[config.mk]
export PLATFORM = sky130hd
export DESIGN_NAME = imagem_ram_arbiter_flat
export DESIGN_NICKNAME = d
export VERILOG_FILES = /design/src/rtl/imagem_ram_arbiter_if.sv /design/src/rtl/imagem_ram_arbiter.sv /design/src/flat_wrapper.sv
export SDC_FILE = /design/constraint.sdc
export NUM_CORES = 1
export LEC_CHECK = 0
export CORE_UTILIZATION = 40
export DETAILED_ROUTE_END_ITERATION = 10
export GPL_ROUTABILITY_DRIVEN = 0
export PLACE_DENSITY = 0.67
export SLEW_MARGIN = 20
export SYNTH_ARGS = -nofsm -noshare
export SYNTH_HDL_FRONTEND = slang
export SYNTH_SLANG_ARGS = --single-unit
[constraint.sdc]
create_clock -name clk -period 4.4 [get_ports clk]
set_input_delay 0.88 -clock clk [delete_from_list [all_inputs] [get_ports clk]]
set_output_delay 0.88 -clock clk [all_outputs]
set_load 0.02 [all_outputs]
[src/rtl/imagem_ram_arbiter_if.sv]
// Signal bundle of the image RAM arbiter: CPU Avalon-MM slave, scan control,
// pixel stream and the single-port RAM master port.
interface imagem_ram_arbiter_if;
    logic [15:0] cpu_address;
    logic        cpu_chipselect;
    logic        cpu_read;
    logic        cpu_write;
    logic [7:0]  cpu_writedata;
    logic [7:0]  cpu_readdata;
    logic        cpu_waitrequest;
    logic        scan_start;
    logic [15:0] scan_base;
    logic [15:0] scan_length;
    logic        scan_busy;
    logic        scan_done;
    logic [7:0]  px_data;
    logic        px_valid;
    logic        px_ready;
    logic [15:0] ram_address;
    logic        ram_chipselect;
    logic        ram_write;
    logic        ram_clken;
    logic [7:0]  ram_writedata;
    logic [7:0]  ram_readdata;

    modport slave (
        input  cpu_address, cpu_chipselect, cpu_read, cpu_write,
        input  cpu_writedata, scan_start, scan_base, scan_length,
        input  px_ready, ram_readdata,
        output cpu_readdata, cpu_waitrequest, scan_busy, scan_done,
        output px_data, px_valid, ram_address, ram_chipselect,
        output ram_write, ram_clken, ram_writedata
    );

    modport master (
        output cpu_address, cpu_chipselect, cpu_read, cpu_write,
        output cpu_writedata, scan_start, scan_base, scan_length,
        output px_ready, ram_readdata,
        input  cpu_readdata, cpu_waitrequest, scan_busy, scan_done,
        input  px_data, px_valid, ram_address, ram_chipselect,
        input  ram_write, ram_clken, ram_writedata
    );
endinterface

[src/rtl/imagem_ram_arbiter.sv]
// Round-robin arbiter sharing one image RAM between a Nios CPU slave port
// and a sequential pixel scanner feeding a small valid/ready FIFO.
module imagem_ram_arbiter #(
    parameter int DEPTH      = 58368,
    parameter int FIFO_DEPTH = 2
) (
    input logic clk,
    input logic reset_n,
    imagem_ram_arbiter_if.slave bus
);
    localparam int PW = (FIFO_DEPTH > 1) ? $clog2(FIFO_DEPTH) : 1;
    localparam int CW = $clog2(FIFO_DEPTH + 1);

    typedef enum logic [1:0] {S_IDLE, S_RUN, S_DRAIN, S_DONE} state_e;

    state_e        state_q, state_d;
    logic [15:0]   addr_q, addr_d;
    logic [15:0]   remaining_q, remaining_d;
    logic          inflight_q, inflight_d;
    logic          last_cpu_q, last_cpu_d;
    logic          rphase_q, rphase_d;
    logic [7:0]    rdata_q, rdata_d;
    logic [7:0]    fifo_q [FIFO_DEPTH];
    logic [7:0]    fifo_d [FIFO_DEPTH];
    logic [PW-1:0] wr_ptr_q, wr_ptr_d;
    logic [PW-1:0] rd_ptr_q, rd_ptr_d;
    logic [CW-1:0] cnt_q, cnt_d;

    logic cpu_raw, cpu_in, cpu_req, cpu_oor, scan_req;
    logic gnt_cpu, gnt_scan, push, pop;

    function automatic logic [PW-1:0] ptr_inc(input logic [PW-1:0] p);
        return (p == PW'(FIFO_DEPTH - 1)) ? '0 : p + 1'b1;
    endfunction

    assign cpu_raw  = bus.cpu_chipselect & (bus.cpu_read | bus.cpu_write);
    assign cpu_in   = 32'(bus.cpu_address) < 32'(DEPTH);
    // the data phase of a read is its own ack cycle, not a new request
    assign cpu_req  = cpu_raw & ~rphase_q & cpu_in;
    assign cpu_oor  = cpu_raw & ~rphase_q & ~cpu_in;
    assign scan_req = (state_q == S_RUN) && (remaining_q != 16'd0) &&
                      ((32'(cnt_q) + 32'(inflight_q)) < 32'(FIFO_DEPTH));
    assign gnt_cpu  = cpu_req & (~scan_req | ~last_cpu_q);
    assign gnt_scan = scan_req & ~gnt_cpu;
    assign push     = inflight_q;
    assign pop      = (cnt_q != '0) & bus.px_ready;

    assign bus.ram_clken       = 1'b1;
    assign bus.ram_chipselect  = gnt_cpu | gnt_scan;
    assign bus.ram_write       = gnt_cpu & bus.cpu_write;
    assign bus.ram_address     = gnt_scan ? addr_q : bus.cpu_address;
    assign bus.ram_writedata   = bus.cpu_writedata;
    assign bus.cpu_waitrequest = ~((gnt_cpu & bus.cpu_write) | rphase_q | cpu_oor);
    assign bus.cpu_readdata    = rdata_d;
    assign bus.scan_busy       = (state_q != S_IDLE);
    assign bus.scan_done       = (state_q == S_DONE);
    assign bus.px_valid        = (cnt_q != '0);
    assign bus.px_data         = fifo_q[rd_ptr_q];

    always_comb begin
        addr_d      = addr_q;
        remaining_d = remaining_q;
        inflight_d  = gnt_scan;
        last_cpu_d  = last_cpu_q;
        rphase_d    = gnt_cpu & ~bus.cpu_write;
        rdata_d     = rdata_q;
        fifo_d      = fifo_q;
        wr_ptr_d    = wr_ptr_q;
        rd_ptr_d    = rd_ptr_q;
        if (gnt_cpu) begin
            last_cpu_d = 1'b1;
        end else if (gnt_scan) begin
            last_cpu_d = 1'b0;
        end
        if (rphase_q) begin
            rdata_d = bus.ram_readdata;
        end else if (cpu_oor & ~bus.cpu_write) begin
            rdata_d = 8'h00;
        end
        if (gnt_scan) begin
            addr_d      = (addr_q == 16'(DEPTH - 1)) ? 16'd0 : addr_q + 16'd1;
            remaining_d = remaining_q - 16'd1;
        end
        if (state_q == S_IDLE && bus.scan_start) begin
            addr_d      = 16'(32'(bus.scan_base) % 32'(DEPTH));
            remaining_d = bus.scan_length;
        end
        if (push) begin
            fifo_d[wr_ptr_q] = bus.ram_readdata;
            wr_ptr_d         = ptr_inc(wr_ptr_q);
        end
        if (pop) begin
            rd_ptr_d = ptr_inc(rd_ptr_q);
        end
        cnt_d = cnt_q + CW'(push) - CW'(pop);
    end

    always_comb begin
        state_d = state_q;
        unique case (state_q)
            S_IDLE:  if (bus.scan_start) state_d = S_RUN;
            S_RUN:   if (remaining_q == 16'd0 && !inflight_q) state_d = S_DRAIN;
            S_DRAIN: if (cnt_q == '0) state_d = S_DONE;
            S_DONE:  state_d = S_IDLE;
        endcase
    end

    always_ff @(posedge clk or negedge reset_n) begin
        if (!reset_n) begin
            state_q     <= S_IDLE;
            addr_q      <= '0;
            remaining_q <= '0;
            inflight_q  <= 1'b0;
            last_cpu_q  <= 1'b0;
            rphase_q    <= 1'b0;
            rdata_q     <= '0;
            fifo_q      <= '{default: '0};
            wr_ptr_q    <= '0;
            rd_ptr_q    <= '0;
            cnt_q       <= '0;
        end else begin
            state_q     <= state_d;
            addr_q      <= addr_d;
            remaining_q <= remaining_d;
            inflight_q  <= inflight_d;
            last_cpu_q  <= last_cpu_d;
            rphase_q    <= rphase_d;
            rdata_q     <= rdata_d;
            fifo_q      <= fifo_d;
            wr_ptr_q    <= wr_ptr_d;
            rd_ptr_q    <= rd_ptr_d;
            cnt_q       <= cnt_d;
        end
    end
endmodule

[src/flat_wrapper.sv]
// flat-port wrapper written by rule: the top's interface ports become plain ports
module imagem_ram_arbiter_flat 
#(
    parameter int DEPTH      = 58368,
    parameter int FIFO_DEPTH = 2
)
  (clk, reset_n, bus_cpu_address, bus_cpu_chipselect, bus_cpu_read, bus_cpu_write, bus_cpu_writedata, bus_scan_start, bus_scan_base, bus_scan_length, bus_px_ready, bus_ram_readdata, bus_cpu_readdata, bus_cpu_waitrequest, bus_scan_busy, bus_scan_done, bus_px_data, bus_px_valid, bus_ram_address, bus_ram_chipselect, bus_ram_write, bus_ram_clken, bus_ram_writedata);
  imagem_ram_arbiter_if bus_i ();
  input logic clk;
  input logic reset_n;
  input wire logic [$bits(bus_i.cpu_address)-1:0] bus_cpu_address;
  input wire logic [$bits(bus_i.cpu_chipselect)-1:0] bus_cpu_chipselect;
  input wire logic [$bits(bus_i.cpu_read)-1:0] bus_cpu_read;
  input wire logic [$bits(bus_i.cpu_write)-1:0] bus_cpu_write;
  input wire logic [$bits(bus_i.cpu_writedata)-1:0] bus_cpu_writedata;
  input wire logic [$bits(bus_i.scan_start)-1:0] bus_scan_start;
  input wire logic [$bits(bus_i.scan_base)-1:0] bus_scan_base;
  input wire logic [$bits(bus_i.scan_length)-1:0] bus_scan_length;
  input wire logic [$bits(bus_i.px_ready)-1:0] bus_px_ready;
  input wire logic [$bits(bus_i.ram_readdata)-1:0] bus_ram_readdata;
  output wire logic [$bits(bus_i.cpu_readdata)-1:0] bus_cpu_readdata;
  output wire logic [$bits(bus_i.cpu_waitrequest)-1:0] bus_cpu_waitrequest;
  output wire logic [$bits(bus_i.scan_busy)-1:0] bus_scan_busy;
  output wire logic [$bits(bus_i.scan_done)-1:0] bus_scan_done;
  output wire logic [$bits(bus_i.px_data)-1:0] bus_px_data;
  output wire logic [$bits(bus_i.px_valid)-1:0] bus_px_valid;
  output wire logic [$bits(bus_i.ram_address)-1:0] bus_ram_address;
  output wire logic [$bits(bus_i.ram_chipselect)-1:0] bus_ram_chipselect;
  output wire logic [$bits(bus_i.ram_write)-1:0] bus_ram_write;
  output wire logic [$bits(bus_i.ram_clken)-1:0] bus_ram_clken;
  output wire logic [$bits(bus_i.ram_writedata)-1:0] bus_ram_writedata;
  assign bus_i.cpu_address = bus_cpu_address;
  assign bus_i.cpu_chipselect = bus_cpu_chipselect;
  assign bus_i.cpu_read = bus_cpu_read;
  assign bus_i.cpu_write = bus_cpu_write;
  assign bus_i.cpu_writedata = bus_cpu_writedata;
  assign bus_i.scan_start = bus_scan_start;
  assign bus_i.scan_base = bus_scan_base;
  assign bus_i.scan_length = bus_scan_length;
  assign bus_i.px_ready = bus_px_ready;
  assign bus_i.ram_readdata = bus_ram_readdata;
  assign bus_cpu_readdata = bus_i.cpu_readdata;
  assign bus_cpu_waitrequest = bus_i.cpu_waitrequest;
  assign bus_scan_busy = bus_i.scan_busy;
  assign bus_scan_done = bus_i.scan_done;
  assign bus_px_data = bus_i.px_data;
  assign bus_px_valid = bus_i.px_valid;
  assign bus_ram_address = bus_i.ram_address;
  assign bus_ram_chipselect = bus_i.ram_chipselect;
  assign bus_ram_write = bus_i.ram_write;
  assign bus_ram_clken = bus_i.ram_clken;
  assign bus_ram_writedata = bus_i.ram_writedata;
  imagem_ram_arbiter #(.DEPTH(DEPTH), .FIFO_DEPTH(FIFO_DEPTH)) u_core (.clk(clk), .reset_n(reset_n), .bus(bus_i));
endmodule
==> report_table.html, run 1 <==
<table>
<tr><th>Metric</th><th>Value</th></tr>
<tr><th colspan="2">Timing</th></tr>
<tr><td>Final setup vio count</td><td>0</td></tr>
<tr><td>Relative slew margins</td><td>45.97%</td></tr>
<tr><td>Slew at the pin closest to its max-slew limit</td><td>0.8017 ns</td></tr>
<tr><td>Final Hold Slack</td><td>0.5036 ns</td></tr>
<tr><td>Hold Violations, Final</td><td>0</td></tr>
<tr><td>Max-slew violation count</td><td>0</td></tr>
<tr><td>Setup TNS</td><td>0 ns</td></tr>
<tr><td>Clock skew</td><td>0.009312 ns</td></tr>
<tr><td>Clock period minus worst slack</td><td>4.175 ns</td></tr>
<tr><td>Top achievable clock speed</td><td>0.2395 GHz</td></tr>
<tr><td>Period utilisation layout</td><td>94.88%</td></tr>
<tr><td>Setup repair after global routing missed its margin</td><td>false</td></tr>
<tr><th colspan="2">Final layout</th></tr>
<tr><td>Layout-stage area growth over the synthesis result</td><td>30.72%</td></tr>
<tr><td>Most common library cell in the layout ignoring fill and taps</td><td>clkdlybuf4s50_1</td></tr>
<tr><td>Net count, final</td><td>583</td></tr>
<tr><td>Fill count</td><td>949</td></tr>
<tr><td>Count of placed standard cells in the final layout, fillers left out</td><td>641</td></tr>
<tr><td>Count of antenna diodes in the layout</td><td>0</td></tr>
<tr><td>Ratio of cells with drive above 1 in the final layout</td><td>15.16%</td></tr>
<tr><td>Commonest cells after routing, fill and taps aside</td><td>clkdlybuf4s50_1, dfrtp_1, nand2_1, mux2_2, nor2_1</td></tr>
<tr><td>Final core area utilization</td><td>54.43%</td></tr>
<tr><th colspan="2">Global route</th></tr>
<tr><td>Antenna violations before repair</td><td>0</td></tr>
<tr><td>Wire length of the first global-routing pass</td><td>18.03 mm</td></tr>
<tr><td>Tot GR Track Use</td><td>22.21%</td></tr>
<tr><td>Vias in the first global route</td><td>3731</td></tr>
<tr><td>Maximum number of pins on one net before global-route repair</td><td>48</td></tr>
<tr><td>Sum of overflow across all layers after global routing</td><td>0</td></tr>
<tr><th colspan="2">Route</th></tr>
<tr><td>Final routed wirelength across all metal layers</td><td>11.14 mm</td></tr>
<tr><td>Iteration-0 DRC Markers</td><td>217</td></tr>
<tr><td>Final antenna-violating net count</td><td>0</td></tr>
<tr><td>Total via count after detailed routing</td><td>3714</td></tr>
<tr><td>Detail-routed via count per cell</td><td>5.794</td></tr>
<tr><td>DR pass1 iterations</td><td>5</td></tr>
<tr><td>Number of remaining DRC errors</td><td>0</td></tr>
<tr><td>Routed len/inst</td><td>17.38 um</td></tr>
<tr><th colspan="2">Setup path</th></tr>
<tr><td>Crit path launch type</td><td>input port</td></tr>
<tr><td>Reg2reg path depth</td><td>6</td></tr>
<tr><td>Peak fanout along the critical path</td><td>24</td></tr>
<tr><td>Cell mode on critical path</td><td>clkdlybuf4s50_1</td></tr>
<tr><td>Cell Chain, Critical Path</td><td>clkdlybuf4s50_1, nor3_1, buf_4, o2111a_1, nand2_1, nand2_8, inv_6, mux2_4, clkdlybuf4s50_1</td></tr>
<tr><td>Maximum single-stage delay on the critical path</td><td>0.54 ns</td></tr>
<tr><td>Capturing element type of the critical path</td><td>output pin</td></tr>
<tr><td>Slowest stage cell, crit path</td><td>clkdlybuf4s50_1</td></tr>
<tr><td>Worst r2r src</td><td>u_core.remaining_q[3]$_DFFE_PN0P_</td></tr>
<tr><td>Internal reg-to-reg setup slack</td><td>1.64 ns</td></tr>
<tr><td>Data arrival time of the critical path</td><td>3.29 ns</td></tr>
<tr><td>Critical path start-end classification</td><td>in2out</td></tr>
<tr><td>Worst R2R End</td><td>u_core.addr_q[12]$_DFFE_PN0P_</td></tr>
<tr><td>Top Family by Delay on Critical Path</td><td>buffers and inverters</td></tr>
<tr><td>Data required time at the worst endpoint</td><td>3.52 ns</td></tr>
<tr><td>Stages on worst setup path</td><td>9</td></tr>
<tr><td>Count of buffering cells on the critical path with inverters included</td><td>4</td></tr>
<tr><th colspan="2">Clock tree</th></tr>
<tr><td>Level count of the clock H-tree</td><td>3</td></tr>
<tr><td>Number of CTS-inserted buffers</td><td>9</td></tr>
<tr><td>Clock tree from TritonCTS</td><td>yes</td></tr>
<tr><td>Post-CTS repair timing setup buffer count</td><td>0</td></tr>
<tr><td>Count of hold buffers inserted by post-cts repair</td><td>0</td></tr>
<tr><td>Root buffer selected by CTS</td><td>clkbuf_8</td></tr>
<tr><td>Clock sinks</td><td>65</td></tr>
<tr><td>Register clock-pin slew on the reported worst setup and hold paths</td><td>0.07 ns</td></tr>
<tr><td>Maximum clock insertion buffer count</td><td>2</td></tr>
<tr><td>Resize count post-CTS</td><td>0</td></tr>
<tr><td>Clock latency of the later-clocked register in the worst-skew pair</td><td>0.35 ns</td></tr>
<tr><th colspan="2">Min path</th></tr>
<tr><td>Hold crit path type</td><td>reg2reg</td></tr>
<tr><td>End point of the worst hold path</td><td>u_core.rdata_q[4]$_DFF_PN0_</td></tr>
<tr><td>Instance count along the most critical hold path</td><td>1</td></tr>
<tr><td>Critical hold path startpoint</td><td>u_core.rdata_q[4]$_DFF_PN0_</td></tr>
<tr><th colspan="2">Pwr</th></tr>
<tr><td>Total chip power</td><td>3.354 mW</td></tr>
<tr><td>Leak pwr</td><td>2.111 nW</td></tr>
<tr><td>P_int</td><td>1.999 mW</td></tr>
<tr><td>Net switching power of the design</td><td>1.355 mW</td></tr>
<tr><td>Clock power frac</td><td>15.8%</td></tr>
<tr><td>Net Sw Frac</td><td>40.40%</td></tr>
<tr><td>Comb power frac</td><td>52.4%</td></tr>
<tr><td>Sequential group share of total power</td><td>31.8%</td></tr>
<tr><td>Power per cell area</td><td>627.4 nW/um^2</td></tr>
<tr><td>Worst VDD drop</td><td>229.8 uV</td></tr>
<tr><th colspan="2">Floorplanning</th></tr>
<tr><td>Row count</td><td>36</td></tr>
<tr><td>Standard cell core area</td><td>9819 um^2</td></tr>
<tr><td>Initial core utilization</td><td>41.64%</td></tr>
<tr><td>Number of placed I/O pins</td><td>118</td></tr>
<tr><td>Die span in y</td><td>103.1 um</td></tr>
<tr><td>Die area</td><td>10630 um^2</td></tr>
<tr><td>Die outline width</td><td>103.1 um</td></tr>
<tr><th colspan="2">Synthesis</th></tr>
<tr><td>FFs w/ async S/R, synth</td><td>100.0%</td></tr>
<tr><td>Average footprint of a synthesized cell</td><td>9.877 um^2</td></tr>
<tr><td>Number of synthesized register bits</td><td>65</td></tr>
<tr><td>Number of nets produced by synthesis</td><td>494</td></tr>
<tr><td>Post-synth EDFFs</td><td>0</td></tr>
<tr><td>Yosys warns</td><td>0</td></tr>
<tr><td>Distinct cell type count of the synthesized netlist</td><td>61</td></tr>
<tr><td>Flip-flop cell with the highest count after synthesis</td><td>dfrtp_1</td></tr>
<tr><td>Share of the yosys chip area belonging to registers</td><td>39.78%</td></tr>
<tr><td>Post-synthesis instance area</td><td>4089 um^2</td></tr>
<tr><td>Number of cells produced by synthesis</td><td>414</td></tr>
<tr><th colspan="2">Run status</th></tr>
<tr><td>Run status</td><td>complete, no violations</td></tr>
<tr><th colspan="2">Place</th></tr>
<tr><td>Total placed cells including tap cells</td><td>625</td></tr>
<tr><td>Port-buffer cells</td><td>100</td></tr>
<tr><td>DP Wirelength</td><td>7.984 mm</td></tr>
<tr><th colspan="2">Job</th></tr>
<tr><td>Number of violations of the max-capacitance limit</td><td>0</td></tr>
</table>
## cell usage after synthesis (6+ instances only)
cell / n / area [um^2]
a22o_1: 8 / 70.07
mux2_4: 12 / 180.2
a31oi_1: 16 / 100.1
nand2_1: 29 / 108.9
nor4_1: 7 / 43.79
o211ai_1: 17 / 127.6
nor2_1: 28 / 105.1
nand3_1: 22 / 110.1
dfrtp_1: 65 / 1627
or4_1: 14 / 105.1
o21ai_0: 6 / 30.03
a21oi_1: 7 / 35.03
ha_1: 9 / 112.6
mux2_2: 29 / 326.6
buf_4: 11 / 82.58
clkbuf_1: 17 / 63.81
and3_1: 8 / 50.05
o31ai_1: 10 / 75.07
nor3_1: 9 / 45.04
inv_1: 14 / 52.55
## layer usage
metal | global-route usage [%] | vias up | share of wire, % | routed length, um
met5 | 0 | - | 0 | 0
met4 | 9.101 | 0 | 2.5 | 281
met3 | 6.102 | 23 | 6.8 | 762
met2 | 36.05 | 147 | 47 | 5269
met1 | 27.96 | 1795 | 43 | 4826
li1 | - | 1749 | - | -
## stage by stage
stage	cell area (um^2)	setup WS, ns
3_3_place_gp	5139	0.2482
6_report	5345	0.2251
2_1_floorplan	4089	1.261
4_1_cts	5343	0.2059
3_5_place_dp	5139	0.2197
5_1_grt	5345	0.008199
## kinds of logic (layout without fill, tap and decap cells)
logic type,after synthesis,count (layout),synth area share [%]
AOI/OAI and AO/OA,96,96,17.60
xor gates and xnor gates,4,4,0.8569
adders and majority gates,9,9,2.754
buffers and inverters,48,142,6.456
DFF,65,65,39.78
muxes,42,42,12.64
other,1,1,0.09171
and+or+nand+nor,149,149,19.83
## how the worst max path moves through the flow
stage | from | end | slack [ns]
after CTS | bus_cpu_address[13] | bus_ram_address[2] | 0.21
after global placement | bus_cpu_address[15] | bus_ram_address[15] | 0.25
after global routing | u_core.remaining_q[6]$_DFFE_PN0P_ | bus_cpu_waitrequest | 0.008
after detailed placement | bus_cpu_address[13] | bus_ram_address[2] | 0.22
after floorplan | u_core.remaining_q[3]$_DFFE_PN0P_ | bus_ram_address[10] | 1.26
final | bus_cpu_address[12] | bus_ram_address[6] | 0.23
## power groups by stage
stage,registers (mW),logic [mW],clock network (mW)
6_report,1.07,1.76,0.529
5_1_grt,1.10,1.91,0.569
4_1_cts,1.06,1.77,0.540
3_5_place_dp,1.07,1.76,0
3_3_place_gp,1.06,1.74,0
2_1_floorplan,0.980,1.26,0
## final cells by class
cell class                      count  area [um^2]  share of cell area [%]
Tap cell                          133        166.4                   3.113
Inverter                           15        61.31                   1.147
Clock buffer                       10        137.6                   2.575
Clock inverter                      6        66.31                   1.241
Multi-Input combinational cell    301         2206                   41.27
Timing Repair Buffer              111         1081                   20.22
Sequential cell                    65         1627                   30.43
## registers in the layout, summed over array words and instances (netlist names), 2 cells and up
name / count
u_core.remaining_q: 16
u_core.fifo_q: 16
u_core.state_q: 2
u_core.cnt_q: 2
u_core.addr_q: 16
u_core.rdata_q: 8
No activity file was read; power rests on OpenSTA's default activity.
==> inputs of run 2 (changes only) <==
Settings changed: MAX_ROUTING_LAYER set to met4.
==> report_table.html, run 2 (synthesized netlist as in run 1, its figures left out) <==
<table>
<tr><th>Metric</th><th>Value</th></tr>
<tr><th colspan="2">Place</th></tr>
<tr><td>Port-buffer cells</td><td>100 (unchanged)</td></tr>
<tr><td>Cell area after placement</td><td>5139 um^2 (unchanged)</td></tr>
<tr><td>DP Wirelength</td><td>7.984 mm (unchanged)</td></tr>
<tr><th colspan="2">Clock tree</th></tr>
<tr><td>Clock tree from TritonCTS</td><td>yes</td></tr>
<tr><td>Count of hold buffers inserted by post-cts repair</td><td>0 (unchanged)</td></tr>
<tr><td>Resize count post-CTS</td><td>0 (unchanged)</td></tr>
<tr><td>Level count of the clock H-tree</td><td>3 (unchanged)</td></tr>
<tr><td>Clock sinks</td><td>65 (unchanged)</td></tr>
<tr><td>Register clock-pin slew on the reported worst setup and hold paths</td><td>0.08 ns (about the same)</td></tr>
<tr><td>Root buffer selected by CTS</td><td>clkbuf_8</td></tr>
<tr><td>Clock latency of the later-clocked register in the worst-skew pair</td><td>0.35 ns (about the same)</td></tr>
<tr><td>Post-CTS repair timing setup buffer count</td><td>0 (unchanged)</td></tr>
<tr><td>Maximum clock insertion buffer count</td><td>2 (unchanged)</td></tr>
<tr><td>Number of CTS-inserted buffers</td><td>9 (unchanged)</td></tr>
<tr><th colspan="2">Global route</th></tr>
<tr><td>Vias in the first global route</td><td>3721 (-0.27%)</td></tr>
<tr><td>Most Used Layer, Global Route</td><td>met2</td></tr>
<tr><td>Met1 demand-to-capacity share in global routing</td><td>28.22% (+0.26 points)</td></tr>
<tr><td>Met3 Track Usage GR</td><td>5.898% (-0.20 points)</td></tr>
<tr><td>Maximum number of pins on one net before global-route repair</td><td>48 (unchanged)</td></tr>
<tr><td>Antenna violations before repair</td><td>0 (unchanged)</td></tr>
<tr><td>Tot GR Track Use</td><td>22.92% (+0.71 points)</td></tr>
<tr><td>Wire length of the first global-routing pass</td><td>18.06 mm (+0.16%)</td></tr>
<tr><td>Met2 usage in global routing</td><td>35.95% (-0.10 points)</td></tr>
<tr><td>Sum of overflow across all layers after global routing</td><td>0 (unchanged)</td></tr>
<tr><th colspan="2">Timing</th></tr>
<tr><td>Top achievable clock speed</td><td>0.2385 GHz (-0.41%)</td></tr>
<tr><td>Setup TNS</td><td>0 ns (unchanged)</td></tr>
<tr><td>Clock skew</td><td>0.008073 ns (-0.001239 ns)</td></tr>
<tr><td>Max-slew violation count</td><td>0 (unchanged)</td></tr>
<tr><td>Hold Violations, Final</td><td>0 (unchanged)</td></tr>
<tr><td>Period utilisation layout</td><td>95.28% (+0.39 points)</td></tr>
<tr><td>Slew at the pin closest to its max-slew limit</td><td>0.8108 ns (+0.009088 ns)</td></tr>
<tr><td>Final setup vio count</td><td>0 (unchanged)</td></tr>
<tr><td>Clock period minus worst slack</td><td>4.192 ns (+0.01738 ns)</td></tr>
<tr><td>Final Hold Slack</td><td>0.4967 ns (-0.006911 ns)</td></tr>
<tr><td>Relative slew margins</td><td>45.36% (-0.61 points)</td></tr>
<tr><td>Setup repair after global routing missed its margin</td><td>false</td></tr>
<tr><th colspan="2">Setup path</th></tr>
<tr><td>Data required time at the worst endpoint</td><td>3.52 ns (about the same)</td></tr>
<tr><td>Worst r2r src</td><td>u_core.remaining_q[3]$_DFFE_PN0P_</td></tr>
<tr><td>Critical path start-end classification</td><td>in2out</td></tr>
<tr><td>Internal reg-to-reg setup slack</td><td>1.63 ns (about the same)</td></tr>
<tr><td>Crit path launch type</td><td>input port</td></tr>
<tr><td>Peak fanout along the critical path</td><td>24 (unchanged)</td></tr>
<tr><td>Capturing element type of the critical path</td><td>output pin</td></tr>
<tr><td>Worst R2R End</td><td>u_core.addr_q[12]$_DFFE_PN0P_</td></tr>
<tr><td>Data arrival time of the critical path</td><td>3.31 ns (+0.02 ns)</td></tr>
<tr><td>Reg2reg path depth</td><td>6 (unchanged)</td></tr>
<tr><th colspan="2">Final layout</th></tr>
<tr><td>Commonest cells after routing, fill and taps aside</td><td>clkdlybuf4s50_1, dfrtp_1, nand2_1, mux2_2, nor2_1</td></tr>
<tr><td>Final std cell area, no fill</td><td>5345 um^2 (unchanged)</td></tr>
<tr><td>Area occupied by registers</td><td>1627 um^2 (unchanged)</td></tr>
<tr><td>Final core area utilization</td><td>54.43% (unchanged)</td></tr>
<tr><td>Layout-stage area growth over the synthesis result</td><td>30.72% (unchanged)</td></tr>
<tr><td>Ratio of cells with drive above 1 in the final layout</td><td>15.16% (unchanged)</td></tr>
<tr><td>Most common library cell in the layout ignoring fill and taps</td><td>clkdlybuf4s50_1</td></tr>
<tr><td>Registers with the most flip-flops</td><td>u_core.addr_q x16, u_core.fifo_q x16, u_core.remaining_q x16</td></tr>
<tr><td>Count of antenna diodes in the layout</td><td>0 (unchanged)</td></tr>
<tr><td>Net count, final</td><td>583 (unchanged)</td></tr>
<tr><td>Fill count</td><td>949 (unchanged)</td></tr>
<tr><td>Area of combinational cells with multiple inputs</td><td>2206 um^2 (unchanged)</td></tr>
<tr><th colspan="2">Pwr</th></tr>
<tr><td>Total chip power</td><td>3.354 mW (about the same)</td></tr>
<tr><td>Worst VDD drop</td><td>230.0 uV (about the same)</td></tr>
<tr><td>Leak pwr</td><td>2.111 nW (unchanged)</td></tr>
<tr><td>Power per cell area</td><td>627.5 nW/um^2 (about the same)</td></tr>
<tr><th colspan="2">Min path</th></tr>
<tr><td>Hold crit path type</td><td>reg2reg</td></tr>
<tr><td>Instance count along the most critical hold path</td><td>1 (unchanged)</td></tr>
<tr><td>Critical hold path startpoint</td><td>u_core.wr_ptr_q$_DFFE_PN0P_</td></tr>
<tr><td>End point of the worst hold path</td><td>u_core.wr_ptr_q$_DFFE_PN0P_</td></tr>
<tr><th colspan="2">Route</th></tr>
<tr><td>Final antenna-violating net count</td><td>0 (unchanged)</td></tr>
<tr><td>Number of remaining DRC errors</td><td>0 (unchanged)</td></tr>
<tr><td>Detail-routed via count per cell</td><td>5.783 (-0.19%)</td></tr>
<tr><td>Iteration-0 DRC Markers</td><td>184 (-15%)</td></tr>
<tr><td>Final routed wirelength across all metal layers</td><td>11.19 mm (+0.48%)</td></tr>
<tr><td>Routed len/inst</td><td>17.46 um (+0.48%)</td></tr>
<tr><td>DR pass1 iterations</td><td>4 (-1)</td></tr>
<tr><td>Total via count after detailed routing</td><td>3707 (-0.19%)</td></tr>
<tr><th colspan="2">Floorplanning</th></tr>
<tr><td>Die area</td><td>10630 um^2 (unchanged)</td></tr>
<tr><td>Die outline width</td><td>103.1 um (unchanged)</td></tr>
<tr><td>Standard cell core area</td><td>9819 um^2 (unchanged)</td></tr>
<tr><td>Number of placed I/O pins</td><td>118 (unchanged)</td></tr>
<tr><td>Row count</td><td>36 (unchanged)</td></tr>
<tr><td>Initial core utilization</td><td>41.64% (unchanged)</td></tr>
<tr><td>Die span in y</td><td>103.1 um (unchanged)</td></tr>
<tr><th colspan="2">Run status</th></tr>
<tr><td>Run status</td><td>complete, no violations</td></tr>
<tr><th colspan="2">Job</th></tr>
<tr><td>Number of violations of the max-capacitance limit</td><td>0 (unchanged)</td></tr>
</table>
==> run 2: cell counts in the layout (fill, tap and decap cells not counted) <==
Identical to the previous run, type by type.
==> run 2: stage by stage <==
stage | setup slack (ns) | cells
4_1_cts | 0.2059 | 641
6_report | 0.2077 | 641
3_5_place_dp | 0.2197 | 625
3_3_place_gp | 0.2482 | 625
5_1_grt | 0.008192 | 641
2_1_floorplan | 1.261 | 414
==> run 2: cell type report <==
cell class | instances | area share, %
timing repair buffer | 111 | 20.22
multi-input combinational | 301 | 41.27
clock buffer | 10 | 2.575
sequential | 65 | 30.43
inverter | 15 | 1.147
tap | 133 | 3.113
clock inverter | 6 | 1.241
==> run 2: critical path, stage by stage <==
cell and delay (ns):
clkdlybuf4s50_1 0.48, nand3_1 0.20, o2111a_1 0.33, nand2_1 0.19, nand2_8 0.09, inv_6 0.22
mux2_2 0.37, clkdlybuf4s50_1 0.54
==> run 2: routing by layer <==
layer	share of wire (%)	wire length [um]
met1	44	4929
met2	48	5366
met3	5.7	637
met4	2.3	260
met5	0	0
==> run 2: worst max path at each step <==
stage | from | endpoint | depth (start not counted)
6_report | bus_cpu_address[13] | bus_ram_address[2] | 8
5_1_grt | u_core.remaining_q[6]$_DFFE_PN0P_ | bus_cpu_waitrequest | 6
4_1_cts | bus_cpu_address[13] | bus_ram_address[2] | 8
3_5_place_dp | bus_cpu_address[13] | bus_ram_address[2] | 8
3_3_place_gp | bus_cpu_address[15] | bus_ram_address[15] | 8
2_1_floorplan | u_core.remaining_q[3]$_DFFE_PN0P_ | bus_ram_address[10] | 9
==> run 2: where the power goes <==
part           total, mW  internal (mW)  switching (mW)
Combinational       1.76          0.884           0.876
Clock              0.528          0.278           0.250
Sequential          1.07          0.837           0.229
